### src/rtl/par_serializer.sv
// CH-lane DATA_W:1 serializer with a one-word holding register, idle-word underrun fill and a common word boundary.
// Optional define PAR_SER_BITSLIP_EN adds bitslip_i and per-word rotate-right by the registered slip count.
module par_serializer #(
   parameter int                DATA_W    = 10,
   parameter int                CH        = 3,
   parameter logic [DATA_W-1:0] IDLE_WORD = 10'h354
) (
   input  logic                 clk_i,
   input  logic                 a_rst_i,
   input  logic [CH*DATA_W-1:0] p_data_i,
   input  logic                 p_valid_i,
   output logic                 p_ready_o,
`ifdef PAR_SER_BITSLIP_EN
   input  logic                 bitslip_i,
`endif
   output logic [CH-1:0]        s_data_o,
   output logic                 word_start_o,
   output logic                 underrun_o,
   output logic [15:0]          underrun_cnt_o
);

   localparam int               CNT_W = $clog2(DATA_W);
   localparam logic [CNT_W-1:0] LAST  = CNT_W'(DATA_W - 1);

   logic [CNT_W-1:0]       bit_cnt_r;
   logic [CH*DATA_W-1:0]   sh_r;
   logic [CH*DATA_W-1:0]   hold_r;
   logic                   hold_v_r;
   logic                   idle_pend_r;
   logic                   load_s;
   logic                   xfer_s;
   logic                   underrun_s;
   logic [CH*DATA_W-1:0]   src_s;
   logic [CH*DATA_W-1:0]   load_word_s;

   assign load_s = (bit_cnt_r == LAST);
   assign xfer_s = p_valid_i && p_ready_o;

   // Select the word for the next boundary: held word, then bypass, then idle fill
   always_comb begin
      src_s      = {CH{IDLE_WORD}};
      underrun_s = 1'b0;
      if (hold_v_r) begin
         src_s = hold_r;
      end else if (xfer_s) begin
         src_s = p_data_i;
      end else begin
         src_s      = {CH{IDLE_WORD}};
         underrun_s = 1'b1;
      end
   end

`ifdef PAR_SER_BITSLIP_EN
   logic [CNT_W-1:0] slip_r;

   // Rotate every lane right by s so that bit[s] leaves first
   function automatic logic [CH*DATA_W-1:0] rotate_lanes(input logic [CH*DATA_W-1:0] w,
                                                          input logic [CNT_W-1:0]     s);
      logic [CH*DATA_W-1:0] r;
      int                   idx;
      r = w;
      for (int c = 0; c < CH; c++) begin
         for (int i = 0; i < DATA_W; i++) begin
            idx = i + int'(s);
            if (idx >= DATA_W) begin
               idx = idx - DATA_W;
            end else begin
               idx = idx;
            end
            r[c*DATA_W+i] = w[c*DATA_W+idx];
         end
      end
      return r;
   endfunction

   // Slip counter, modulo DATA_W
   always_ff @(posedge clk_i or posedge a_rst_i) begin
      if (a_rst_i) begin
         slip_r <= {CNT_W{1'b0}};
      end else if (bitslip_i) begin
         slip_r <= (slip_r == LAST) ? {CNT_W{1'b0}} : slip_r + CNT_W'(1);
      end
   end

   assign load_word_s = rotate_lanes(src_s, slip_r);
`else
   assign load_word_s = src_s;
`endif

   // Bit counter, shift lanes, holding register, handshake and underrun reporting
   always_ff @(posedge clk_i or posedge a_rst_i) begin
      if (a_rst_i) begin
         bit_cnt_r      <= LAST;
         sh_r           <= {(CH*DATA_W){1'b0}};
         hold_r         <= {(CH*DATA_W){1'b0}};
         hold_v_r       <= 1'b0;
         idle_pend_r    <= 1'b0;
         p_ready_o      <= 1'b1;
         s_data_o       <= {CH{1'b0}};
         word_start_o   <= 1'b0;
         underrun_o     <= 1'b0;
         underrun_cnt_o <= 16'h0000;
      end else begin
         for (int c = 0; c < CH; c++) begin
            s_data_o[c] <= sh_r[c*DATA_W];
         end
         word_start_o <= (bit_cnt_r == {CNT_W{1'b0}});
         // The idle pulse is reported on the edge that puts the idle word's bit 0 out
         underrun_o   <= idle_pend_r;
         if (idle_pend_r && (underrun_cnt_o != 16'hFFFF)) begin
            underrun_cnt_o <= underrun_cnt_o + 16'd1;
         end
         if (load_s) begin
            bit_cnt_r   <= {CNT_W{1'b0}};
            sh_r        <= load_word_s;
            hold_v_r    <= 1'b0;
            p_ready_o   <= 1'b1;
            idle_pend_r <= underrun_s;
         end else begin
            bit_cnt_r   <= bit_cnt_r + CNT_W'(1);
            idle_pend_r <= 1'b0;
            for (int c = 0; c < CH; c++) begin
               sh_r[c*DATA_W +: DATA_W] <= {1'b0, sh_r[c*DATA_W+1 +: DATA_W-1]};
            end
            if (xfer_s) begin
               hold_r    <= p_data_i;
               hold_v_r  <= 1'b1;
               p_ready_o <= 1'b0;
            end
         end
      end
   end

endmodule

### config.mk
export PLATFORM = sky130hd
export DESIGN_NAME = par_serializer
export DESIGN_NICKNAME = d
export VERILOG_FILES = /design/src/rtl/par_serializer.sv
export SDC_FILE = /design/constraint.sdc
export NUM_CORES = 1
export LEC_CHECK = 0
export BUFFER_PORTS_ARGS = -buffer_cell sky130_fd_sc_hd__buf_4
export CORE_MARGIN = 3
export CORE_UTILIZATION = 49
export DETAILED_ROUTE_END_ITERATION = 6
export PLACE_DENSITY = 0.7
export SYNTH_ARGS = -nofsm -noshare
export SYNTH_HDL_FRONTEND = slang
export SYNTH_SLANG_ARGS = --single-unit
### constraint.sdc
create_clock -name clk_i -period 3.05 [get_ports clk_i]
set_clock_uncertainty 0.15 [all_clocks]
set_input_delay 0.1525 -clock clk_i [delete_from_list [all_inputs] [get_ports clk_i]]
set_output_delay 0.1525 -clock clk_i [all_outputs]
set_load 0.02 [all_outputs]
# After elaboration in Yosys (flattened, before gate mapping)
# Cells that the tools add are included.
totals:
  register_bits: 88
  in_bits: 33
  out_inout_bits: 22
  wordCells: 31
op_classes:
  add_sub_neg: 2
  eq_ne: 2
  muxes: 11
  bitwise_logic: 1
  n_reduce_logical: 5
op_table:
  columns: ["operator", "count"]
  rows:
  - ["$mux W30", 3]
  - ["$add A16 B1 Y16 const B", 1]
  - ["$ne A16 B16 Y1 const B", 1]
  - ["$mux W1", 7]
  - ["$add A4 B1 Y4 const B", 1]
  - ["$eq A4 B4 Y1 const B", 1]
  - ["$logic_not A4 Y1", 1]
  - ["$mux W4", 1]
  - ["$logic_and A1 B1 Y1", 2]
  - ["$reduce_and A2 Y1", 1]
  - ["$reduce_bool A2 Y1", 1]
  - ["$not A1 Y1", 1]

# Longest topological paths before layout
# Gate-level depths: netlist (run 1).
logic_depth:
  word_depth: 4
  ltp_mapped: 6
  mapped_depth_nobuf: 5

# Worst setup path after synthesis (run 1)
# No wires, ideal clock.
synth_timing:
  path_type: "register to register"
  startpoint: "register underrun_cnt_o[0]"
  endpoint: "register underrun_cnt_o[1]"
  setup_time_ns: 0.128
  arrival_ns: 1.590
  required_time_ns: 2.772
  slack_ns: 1.182
  path_stages_with_launch: 6
  n_path_buf: 0
  synth_period_minus_slack_ns: 1.868
  cell_sequence: "dfrtp_1 -> ha_1 -> nand3_1 -> nor4_4 -> or2b_1 -> mux2_1"
synth_between:
  elab_chain_len: 2
  word_cells_on_any_way: 3
  classes_between: "add/sub (1); eq/ne (1); reduce/logical (1)"
synth_lines:
  columns: ["element", "line_no", "text"]
  rows:
  - ["start: declaration", "19", "output logic [15:0] underrun_cnt_o"]
  - ["start signal: assignment", "111", "underrun_cnt_o <= underrun_cnt_o + 16'd1;"]
  - ["branches (longest 2 deep; another with $add A16 B1 Y16)", null, null]
# Parallel ways; which one is timed is not known.
# A chain may end at the register's enable or synchronous reset.

# Final worst setup path (run 1)
layout_timing:
  startpoint: "register bit_cnt_r[3]"
  endpoint: "register sh_r[17]"
layout_between:
  elab_chain_len: 2
layout_lines:
  columns: ["element", "line_no", "text"]
  rows:
  - ["start: declaration", "25", "logic [CNT_W-1:0] bit_cnt_r;"]
  - ["start signal: assignment", "114", "bit_cnt_r <= {CNT_W{1'b0}};"]
  - ["start signal: assignment", "120", "bit_cnt_r <= bit_cnt_r + CNT_W'(1);"]
  - ["$eq A4 B4 Y1", "36", "assign load_s = (bit_cnt_r == LAST);"]
  - ["$mux W30", "113", "if (load_s) begin"]
  - ["end signal: assignment", "94", "sh_r <= {(CH*DATA_W){1'b0}};"]
  - ["end signal: assignment", "115", "sh_r <= load_word_s;"]
  - ["end signal: indexed assignment", "123", "sh_r[c*DATA_W +: DATA_W] <= {1'b0, sh_r[c*DATA_W+1 +: DATA_W-1]};"]
  - ["end: declaration", "26", "logic [CH*DATA_W-1:0] sh_r;"]
# Every way passes these cells.

==> run_results.csv, run 1 <==
group,metric,value,unit
pwr,p_leak,2.18,nW
synth,ys_ff_latch,88,
synth,yosysWarnings,0,
clock_tree,cts_made_buffers,9,
die,initial_utilization,0.519,
final_layout,fill_cells,553,
sta,fin_crit_sh,0.688,
global_routing,use_met1,0.239,
drt,drt-total-wl,7380,um
synth,ys.flop_type,"dfrtp_1",
pwr,pwr-share-seq,0.554,
placement,place.gp.congestion,0.868,
pwr,power,0.00235,W
worst_hold_path,hold_path_class,"flip-flop to flip-flop",
setup_path,cp_max_fo,40,
worst_hold_path,min_path_cells,0,
synth,netlist-cell-type-count,35,
drt,drc,0,
placement,dp_hpwl,4640,um
sta,fmax,477,MHz
final_layout,area_growth,28.6,%
synth,yosys.area_share.simple,0.132,
final_layout,register_area,2210,um^2
sta,hold_slack,0.202,ns
setup_path,crit_required,3.12,ns
final_layout,drive_above_1_share,0.295,
global_routing,grt_use_total,0.189,
clock_tree,clkTransAtPathRegs,0.08,ns
clock_tree,root_buffer,"clkbuf_8",
synth,synth-edff-count,0,
die,rows,30,
synth,syn_area,3600,um^2
die,core,6940,um^2
final_layout,final_nets,423,
placement,io_buffers,54,
flow_run,drv_cap,0,
sta,max-slew-margin-rel,0.202,
drt,ant_nets,0,
sta,final_hold_viol_count,0,
global_routing,first_global_vias,2692,
pwr,ir_drop,358,uV
setup_path,r2r-end,"sh_r[17]",
setup_path,rr_startpoint,"bit_cnt_r[3]",
die,die-area,8420,um^2
setup_path,r2r_slack,0.95,ns
synth,synth_top_family_by_area,"simple AND/OR/NAND/NOR gates",
setup_path,r2r_cells,4,
clock_tree,cts_num_sinks,88,
pwr,p_clk_frac,0.328,
synth,muxShareOfSynthArea,0.100,
drt,vias,2623,
worst_hold_path,hp-start,"sh_r[10]",
clock_tree,cts_tree,"built",
worst_hold_path,worst_hold_path.endpoint,"s_data_o[1]",
synth,syn_area_per_cell,12.0,um^2
pwr,power_density,508,nW/um^2
global_routing,overflow,0,
setup_path,startpoint_type,"flip-flop",
drt,routed_via_density,5.36,
sta,tightest_slew,1.20,ns
pwr,p_sw,0.000536,W
synth,synth-xor-area-share,0.0292,
final_layout,diodes,0,
setup_path,end_kind,"flip-flop",
run_status,status,"finished clean",
sta,setup_violations,0,
global_routing,met2_usage,0.315,
sta,final_max_slew_viol_count,0,
die,die_w,91.7,um
synth,seq_area_frac_synth,0.612,
pwr,combPwrFrac,0.118,
global_routing,grt_pass1_wl,12600,um
die,die_h,91.7,um
sta,tns,0,ns
final_layout,multi_input_area,1310,um^2
drt,drt_iter0_drc,171,
pwr,p_int,0.00182,W
synth,synth-compound-area-share,0.0990,
synth,synthArstFlopShare,1.00,
setup_path,critical_path_class,"flip-flop to flip-flop",
pwr,netSwitchingFraction,0.228,
synth,synth_fa_ha_area_frac,0.00347,
sta,post-route-min-period,2.10,ns
clock_tree,htreeDepth,3,
drt,wl_per_cell,15.1,um
die,num_io_pins,55,
clock_tree,cts_max_path_buffers,2,
global_routing,grt_max_degree,46,
setup_path,cp.arrival,2.17,ns
synth,synthCells,301,
drt,first_pass_iters,4,
final_layout,fin_util,0.667,
synth,syn-num-nets,335,
sta,rsz0062_at_grt,"false",
clock_tree,clk_latency,0.34,ns
global_routing,antenna_found_initial,0,
global_routing,grt.busiest_layer,"met2",
global_routing,grtUsageMet3,0.0500,
-- per-layer routing --
layer | vias to the layer above | part of all wire
met5 | - | 0
met4 | 0 | 0.0092
met3 | 5 | 0.045
met2 | 64 | 0.50
met1 | 1304 | 0.44
li1 | 1250 | -
-- worst max-delay path by stage --
stage                         endpoint  depth (start not counted)  slack [ns]         start
after global routing          sh_r[14]                          3        0.75  bit_cnt_r[1]
after global placement        sh_r[21]                          4        0.99  bit_cnt_r[3]
final                         sh_r[17]                          4        0.95  bit_cnt_r[3]
after floorplan           bit_cnt_r[1]                          1        0.47       a_rst_i
after detailed placement      sh_r[17]                          4        0.97  bit_cnt_r[3]
after CTS                     sh_r[17]                          4        0.95  bit_cnt_r[0]
-- power groups by stage --
stage | sequential (W) | combinational (W) | clock, W
detailed placement | 0.00133 | 0.000250 | 0
global placement | 0.00132 | 0.000240 | 0
floorplan | 0.00132 | 0.000154 | 0
CTS | 0.00130 | 0.000283 | 0.000791
finish | 0.00130 | 0.000279 | 0.000771
global route | 0.00132 | 0.000312 | 0.000849
-- state kept, by name, summed over array words and instances (netlist names) --
name	count
hold_r	30
sh_r	30
underrun_cnt_o	16
bit_cnt_r	4
s_data_o	3
hold_v_r	1
idle_pend_r	1
p_ready_o	1
underrun_o	1
word_start_o	1
-- synthesized netlist by cell type, types with 2 or more instances --
cell type | count | area (um^2)
dfrtp_1 | 85 | 2130
xor2_1 | 5 | 43.8
nand3_1 | 7 | 35.0
o22ai_1 | 12 | 75.1
nand2_1 | 22 | 82.6
mux2_1 | 3 | 33.8
o221a_2 | 3 | 33.8
nand2b_1 | 3 | 18.8
nand4_2 | 2 | 25.0
nor4_1 | 3 | 18.8
o21ai_0 | 18 | 90.1
nor3_1 | 2 | 10.0
nor2_1 | 41 | 154
a221oi_1 | 15 | 131
nand4_1 | 5 | 31.3
inv_1 | 5 | 18.8
a21oi_1 | 2 | 10.0
mux2_2 | 29 | 327
buf_2 | 6 | 30.0
xnor2_1 | 7 | 61.3
dfstp_2 | 3 | 78.8
clkbuf_1 | 9 | 33.8
and3_1 | 2 | 12.5
-- per-stage QoR --
step	area, um^2	cells	setup slack [ns]
floorplan	3600	301	0.474
global placement	4130	442	0.989
detailed placement	4130	442	0.967
CTS	4630	489	0.953
global route	4630	489	0.746
finish	4630	489	0.952
-- cell type report --
| cell class | count | area share |
|---|---|---|
| clock inverters | 3 | 0.00918 |
| flip-flops and latches | 88 | 0.476 |
| clock buffers | 12 | 0.0313 |
| inverters | 6 | 0.00513 |
| repair buffers | 92 | 0.169 |
| well taps | 96 | 0.0259 |
| multi-input cells | 192 | 0.283 |
-- kinds of logic (layout without fill, tap and decap cells) --
| family | Yosys count | in the layout |
|---|---|---|
| XOR/XNOR | 12 | 12 |
| buffers and inverters | 21 | 113 |
| AO/OA/AOI/OAI | 52 | 52 |
| flip-flops | 88 | 88 |
| adder cells (fa/ha/maj) | 1 | 1 |
| multiplexers | 32 | 32 |
| AND/OR/NAND/NOR | 95 | 95 |
-- worst max-delay path: stages, from the launching register on --
cell,delay [ns]
dfstp_2,0.56
nand2b_1,0.11
or2_1,0.67
a221oi_1,0.41
nor2_1,0.08
-- placed cells by master (no fill, tap or decap), types with 3 or more instances in the layout --
cell	count
o221a_2	3
dfrtp_1	85
nand3_1	7
xor2_1	5
nor4_1	3
nor2_1	40
xnor2_1	7
clkbuf_8	10
nand2_1	22
nand4_1	5
dfstp_2	3
dlygate4sd3_1	32
a221oi_1	15
mux2_2	29
buf_4	59
o21ai_0	18
o22ai_1	12
inv_1	4
mux2_1	3
nand2b_1	3
-- timing repair --
action / 4_1_cts / 5_1_grt
resized for setup: 0 / 0
setup buffers: 0 / 0
hold buffers: 32 / 0
hold endpoints to repair: 103 / 0
Note: power is estimated with default switching activity, not from simulation.
==> run 2: changes to the inputs <==
==> constraint.sdc (replaced) <==
create_clock -name clk_i -period 2.15 [get_ports clk_i]
set_clock_uncertainty 0.15 [all_clocks]
set_input_delay 0.1075 -clock clk_i [delete_from_list [all_inputs] [get_ports clk_i]]
set_output_delay 0.1075 -clock clk_i [all_outputs]
set_load 0.02 [all_outputs]
==> run 2 against run 1 <==
Against the previous run:
- combinational power is 47% higher
- via count is 0.95% higher
- die area stayed put
- utilization is 1.6 points higher
- clock-buffer cell count is 1 lower
- first-iteration DRC count is 53% lower
- setup slack worse by 0.72 ns
- sequential cell count stayed put
- register-to-register slack worse by 0.72 ns
- clock power is 75% higher
- routed wire length is 3.0% higher
- total power is 53% higher
- critical endpoint is now underrun_cnt_o[1]
- highest routed layer unchanged
==> run_results.csv, run 2 (synthesis gave the netlist of run 1 again) <==
group,metric,value,unit
placement,place.gp.congestion,1.02,
setup_path,end_kind,"flip-flop",
die,initial_utilization,0.519,
sta,tns,0,ns
clock_tree,root_buffer,"clkbuf_8",
placement,placed_area,4190,um^2
clock_tree,cts_tree,"built",
global_routing,overflow,0,
drt,drc,0,
pwr,p_clk_frac,0.374,
clock_tree,htreeDepth,3,
global_routing,grt_max_degree,33,
clock_tree,cts_num_sinks,88,
pwr,power,0.00360,W
global_routing,antenna_found_initial,0,
die,die_h,91.7,um
clock_tree,clk_latency,0.35,ns
clock_tree,cts_max_path_buffers,2,
setup_path,critical_path_class,"flip-flop to flip-flop",
sta,fin_crit_sh,0.893,
sta,post-route-min-period,1.92,ns
global_routing,grt_use_total,0.194,
global_routing,grt_pass1_wl,12900,um
sta,fmax,521,MHz
die,num_io_pins,55,
final_layout,diodes,0,
setup_path,crit_required,2.23,ns
flow_run,drv_cap,0,
die,core,6940,um^2
run_status,status,"finished clean",
final_layout,layout_commonest_cell,"dfrtp_1",
clock_tree,cts_resized,0,
setup_path,crit_chain,"nand4_1, nor4_4, or2b_1, mux2_1",
worst_hold_path,hold_path_class,"flip-flop to flip-flop",
placement,io_buffers,54,
sta,rsz0062_at_grt,"false",
drt,wl_per_cell,15.3,um
setup_path,crit_slowest_cell,"dfrtp_1",
sta,setup_violations,0,
setup_path,cp.arrival,2.00,ns
die,die_w,91.7,um
sta,tightest_slew,0.614,ns
drt,drt_iter0_drc,81,
drt,ant_nets,0,
pwr,netSwitchingFraction,0.223,
clock_tree,cts_made_buffers,9,
pwr,ir_drop,411,uV
die,die-area,8420,um^2
placement,dp_hpwl,4970,um
drt,vias,2648,
final_layout,most-common-layout-cells,"dfrtp_1, buf_4, nor2_1",
setup_path,path_delay_family,"simple AND/OR/NAND/NOR gates",
pwr,pwr-share-seq,0.512,
pwr,combPwrFrac,0.114,
final_layout,stdcell_count,496,
placement,place_inst,448,
setup_path,cp_max_fo,7,
final_layout,final_nets,429,
clock_tree,clkTransAtPathRegs,0.08,ns
clock_tree,cts_setup_buffers,0,
final_layout,top_regs,"hold_r x30, sh_r x30, underrun_cnt_o x16",
final_layout,stdcell_area,4740,um^2
drt,routed_via_density,5.34,
drt,drt-total-wl,7600,um
pwr,p_leak,2.22,nW
clock_tree,hold_buffers,32,
setup_path,cpPeakStageDelay,0.48,ns
setup_path,crit_buf_inv,0,
drt,first_pass_iters,4,
pwr,p_sw,0.000804,W
setup_path,startpoint_type,"flip-flop",
final_layout,fill_cells,523,
final_layout,area_growth,31.6,%
pwr,power_density,759,nW/um^2
pwr,p_int,0.00280,W
die,rows,30,
sta,max-slew-margin-rel,0.590,
global_routing,first_global_vias,2634,
final_layout,drive_above_1_share,0.308,
sta,hold_slack,0.204,ns
sta,final_hold_viol_count,0,
sta,final_max_slew_viol_count,0,
## run 2: cell count changes in the layout (fill, tap and decap cells not counted)
cell / previous run / this run
buf_4: 59 / 64
clkbuf_8: 10 / 9
buf_12: 1 / 2
bufinv_16: 1 / 3
clkinv_2: 2 / 0
clkinvlp_4: 1 / 3
## run 2: through the flow
stage | worst slack (ns) | utilization
after floorplan | 0.282 | -
after global placement | 0.331 | 0.603
after detailed placement | 0.259 | 0.603
after CTS | 0.235 | 0.683
after global routing | 0.120 | 0.683
final | 0.230 | 0.683
## run 2: cell type report
| type | instances | area (um^2) | share of cell area |
|---|---|---|---|
| inverter | 6 | 26.3 | 0.00554 |
| tap | 96 | 120 | 0.0253 |
| clock buffer | 11 | 131 | 0.0277 |
| clock inverter | 5 | 105 | 0.0222 |
| multi-input combinational | 192 | 1310 | 0.277 |
| timing repair buffer | 98 | 841 | 0.177 |
| sequential | 88 | 2210 | 0.465 |
## run 2: path summary, 6_finish.rpt
path / from / to / slack [ns] / depth (start not counted)
worst min register to register: sh_r[10] / s_data_o[1] / 0.20 / 0
worst max register to register: underrun_cnt_o[6] / underrun_cnt_o[1] / 0.23 / 4
worst min-delay path: sh_r[10] / s_data_o[1] / 0.20 / 0
min in group asynchronous: a_rst_i / underrun_cnt_o[1] / 0.24 / 3
worst max-delay path: underrun_cnt_o[6] / underrun_cnt_o[1] / 0.23 / 4
max in group asynchronous: a_rst_i / bit_cnt_r[0] / 1.00 / 4
## run 2: power by group through the flow
stage	Combinational (W)	Clock, W	Sequential (W)
2_1_floorplan	0.000218	0	0.00188
3_3_place_gp	0.000357	0	0.00187
3_5_place_dp	0.000370	0	0.00188
4_1_cts	0.000417	0.00137	0.00184
5_1_grt	0.000461	0.00144	0.00186
6_report	0.000411	0.00135	0.00184
## run 2: worst reg2reg max path, cell delays in order (launching register included)
cell and delay, ns:
dfrtp_1 0.48, nand4_1 0.21, nor4_4 0.43, or2b_1 0.21, mux2_1 0.33
## run 2: per-layer routing
layer | routed length [um] | part of all wire | global-route usage | vias to the layer above
met5 | 0 | 0 | 0 | -
met4 | 78 | 0.010 | 0.0705 | 0
met3 | 356 | 0.047 | 0.0369 | 8
met2 | 3810 | 0.50 | 0.316 | 69
met1 | 3350 | 0.44 | 0.259 | 1310
li1 | - | - | - | 1261
==> run 3: changes to the inputs <==
--- a/config.mk
+++ b/config.mk
@@ -9,7 +9,8 @@
 export CORE_MARGIN = 3
 export CORE_UTILIZATION = 49
 export DETAILED_ROUTE_END_ITERATION = 6
-export PLACE_DENSITY = 0.7
+export PLACE_DENSITY = 0.69
+export SLEW_MARGIN = 20
 export SYNTH_ARGS = -nofsm -noshare
 export SYNTH_HDL_FRONTEND = slang
 export SYNTH_SLANG_ARGS = --single-unit
==> run 3 against run 2 <==
Against the previous run:
- die area stayed put
- via count is 0.19% higher
- clock-buffer cell count is 1 lower
- sequential share of layout area is 0.18 points lower
- register-to-register slack better by 0.097 ns
- utilization is 0.27 points higher
- global-route usage hardly changed
- sequential power hardly changed
- final cell count stayed put
- combinational power hardly changed
- critical path type unchanged
==> run_results.csv, run 3 (synthesis gave the netlist of run 1 again) <==
group,metric,value,unit
run_status,status,"finished clean",
placement,placed_area,4190,um^2
global_routing,grt_use_total,0.194,
final_layout,most-common-layout-cells,"dfrtp_1, buf_4, nor2_1",
final_layout,stdcell_count,496,
final_layout,diodes,0,
die,core,6940,um^2
setup_path,crit_slowest_cell,"dfstp_2",
clock_tree,cts_max_path_buffers,2,
setup_path,cp_max_fo,21,
global_routing,overflow,0,
final_layout,layout_commonest_cell,"dfrtp_1",
final_layout,area_growth,32.2,%
setup_path,crit_required,2.24,ns
die,die_w,91.7,um
sta,tns,0,ns
clock_tree,cts_num_sinks,88,
setup_path,cpPeakStageDelay,0.56,ns
placement,dp_hpwl,4750,um
die,initial_utilization,0.519,
drt,first_pass_iters,4,
clock_tree,hold_buffers,32,
sta,fmax,548,MHz
sta,max-slew-margin-rel,0.515,
clock_tree,cts_tree,"built",
drt,drt_iter0_drc,126,
sta,fin_crit_sh,0.848,
pwr,ir_drop,521,uV
sta,final_hold_viol_count,0,
setup_path,startpoint_type,"flip-flop",
die,num_io_pins,55,
final_layout,final_nets,429,
clock_tree,htreeDepth,3,
clock_tree,cts_resized,0,
clock_tree,root_buffer,"clkbuf_8",
pwr,p_leak,2.24,nW
setup_path,critical_path_class,"flip-flop to flip-flop",
drt,vias,2653,
setup_path,end_kind,"flip-flop",
worst_hold_path,hold_path_class,"flip-flop to flip-flop",
flow_run,drv_cap,0,
global_routing,grt_max_degree,41,
placement,io_buffers,54,
clock_tree,clkTransAtPathRegs,0.09,ns
final_layout,fill_cells,531,
die,die_h,91.7,um
sta,tightest_slew,0.727,ns
final_layout,drive_above_1_share,0.315,
pwr,power_density,765,nW/um^2
sta,post-route-min-period,1.82,ns
sta,rsz0062_at_grt,"false",
final_layout,top_regs,"hold_r x30, sh_r x30, underrun_cnt_o x16",
sta,final_max_slew_viol_count,0,
clock_tree,cts_setup_buffers,0,
global_routing,grt_pass1_wl,13000,um
clock_tree,cts_made_buffers,9,
sta,fin_ws,0.326,ns
worst_hold_path,min_path_cells,0,
global_routing,first_global_vias,2786,
drt,wl_per_cell,15.0,um
clock_tree,clk_latency,0.36,ns
global_routing,antenna_found_initial,0,
die,die-area,8420,um^2
drt,routed_via_density,5.35,
die,rows,30,
setup_path,cp_common_cell,"buf_4",
setup_path,crit_chain,"nand2_1, buf_4, nor2_2, buf_4, mux2_2",
setup_path,cp.arrival,1.91,ns
placement,place_ws,0.0936,ns
placement,place_inst,448,
drt,drc,0,
drt,ant_nets,0,
final_layout,stdcell_area,4760,um^2
sta,setup_violations,0,
setup_path,r2r_cells,5,
placement,place.gp.congestion,0.902,
drt,drt-total-wl,7430,um
==> run 3: changes by cell type in the layout (fill, tap and decap cells not counted) <==
cell | before | now
clkbuf_1 | 2 | 0
clkbuf_8 | 9 | 10
clkinv_4 | 0 | 1
clkinvlp_4 | 3 | 2
inv_6 | 0 | 1
nor2_1 | 40 | 39
nor2_2 | 1 | 2
==> run 3: routing by layer <==
layer	up-vias	wire (um)	global-route usage
met5	-	0	0
met4	0	92	0.0644
met3	11	416	0.0533
met2	67	3660	0.330
met1	1314	3270	0.238
li1	1261	-	-
==> run 3: worst paths after layout <==
kind / from / to / slack [ns]
min: sh_r[10] / s_data_o[1] / 0.20
max reg2reg: p_ready_o / hold_r[24] / 0.33
min in group asynchronous: a_rst_i / underrun_cnt_o[10] / 0.23
max: p_ready_o / hold_r[24] / 0.33
max in group asynchronous: a_rst_i / bit_cnt_r[0] / 0.98
min reg2reg: sh_r[10] / s_data_o[1] / 0.20
==> run 3: report_power, final <==
group          internal (W)  switching [W]  total [W]
registers           0.00178      0.0000584    0.00184
clock network      0.000809       0.000584    0.00139
logic              0.000242       0.000168   0.000411
total               0.00283       0.000810    0.00364
==> run 3: area by class of cell <==
type | instances | area (um^2) | area share
inverter | 6 | 26.3 | 0.00552
tap | 96 | 120 | 0.0252
sequential | 88 | 2210 | 0.463
timing repair buffer | 98 | 841 | 0.177
clock inverter | 6 | 115 | 0.0242
clock buffer | 10 | 138 | 0.0289
multi-input combinational | 192 | 1320 | 0.276
==> run 3: critical path, delay by kind of cell, from the launching register on <==
family / cells / cell delay (ns)
AND/OR/NAND/NOR: 2 / 0.17
buffers and inverters: 2 / 0.45
flip-flops: 1 / 0.56
multiplexers: 1 / 0.38
==> run 3: per-stage QoR <==
stage / util / power [W] / hold WS, ns
floorplan: - / 0.00209 / 0.0205
global placement: 0.603 / 0.00222 / 0.0543
detailed placement: 0.603 / 0.00224 / 0.0694
CTS: 0.685 / 0.00368 / 0.200
global route: 0.686 / 0.00380 / 0.203
finish: 0.686 / 0.00364 / 0.199
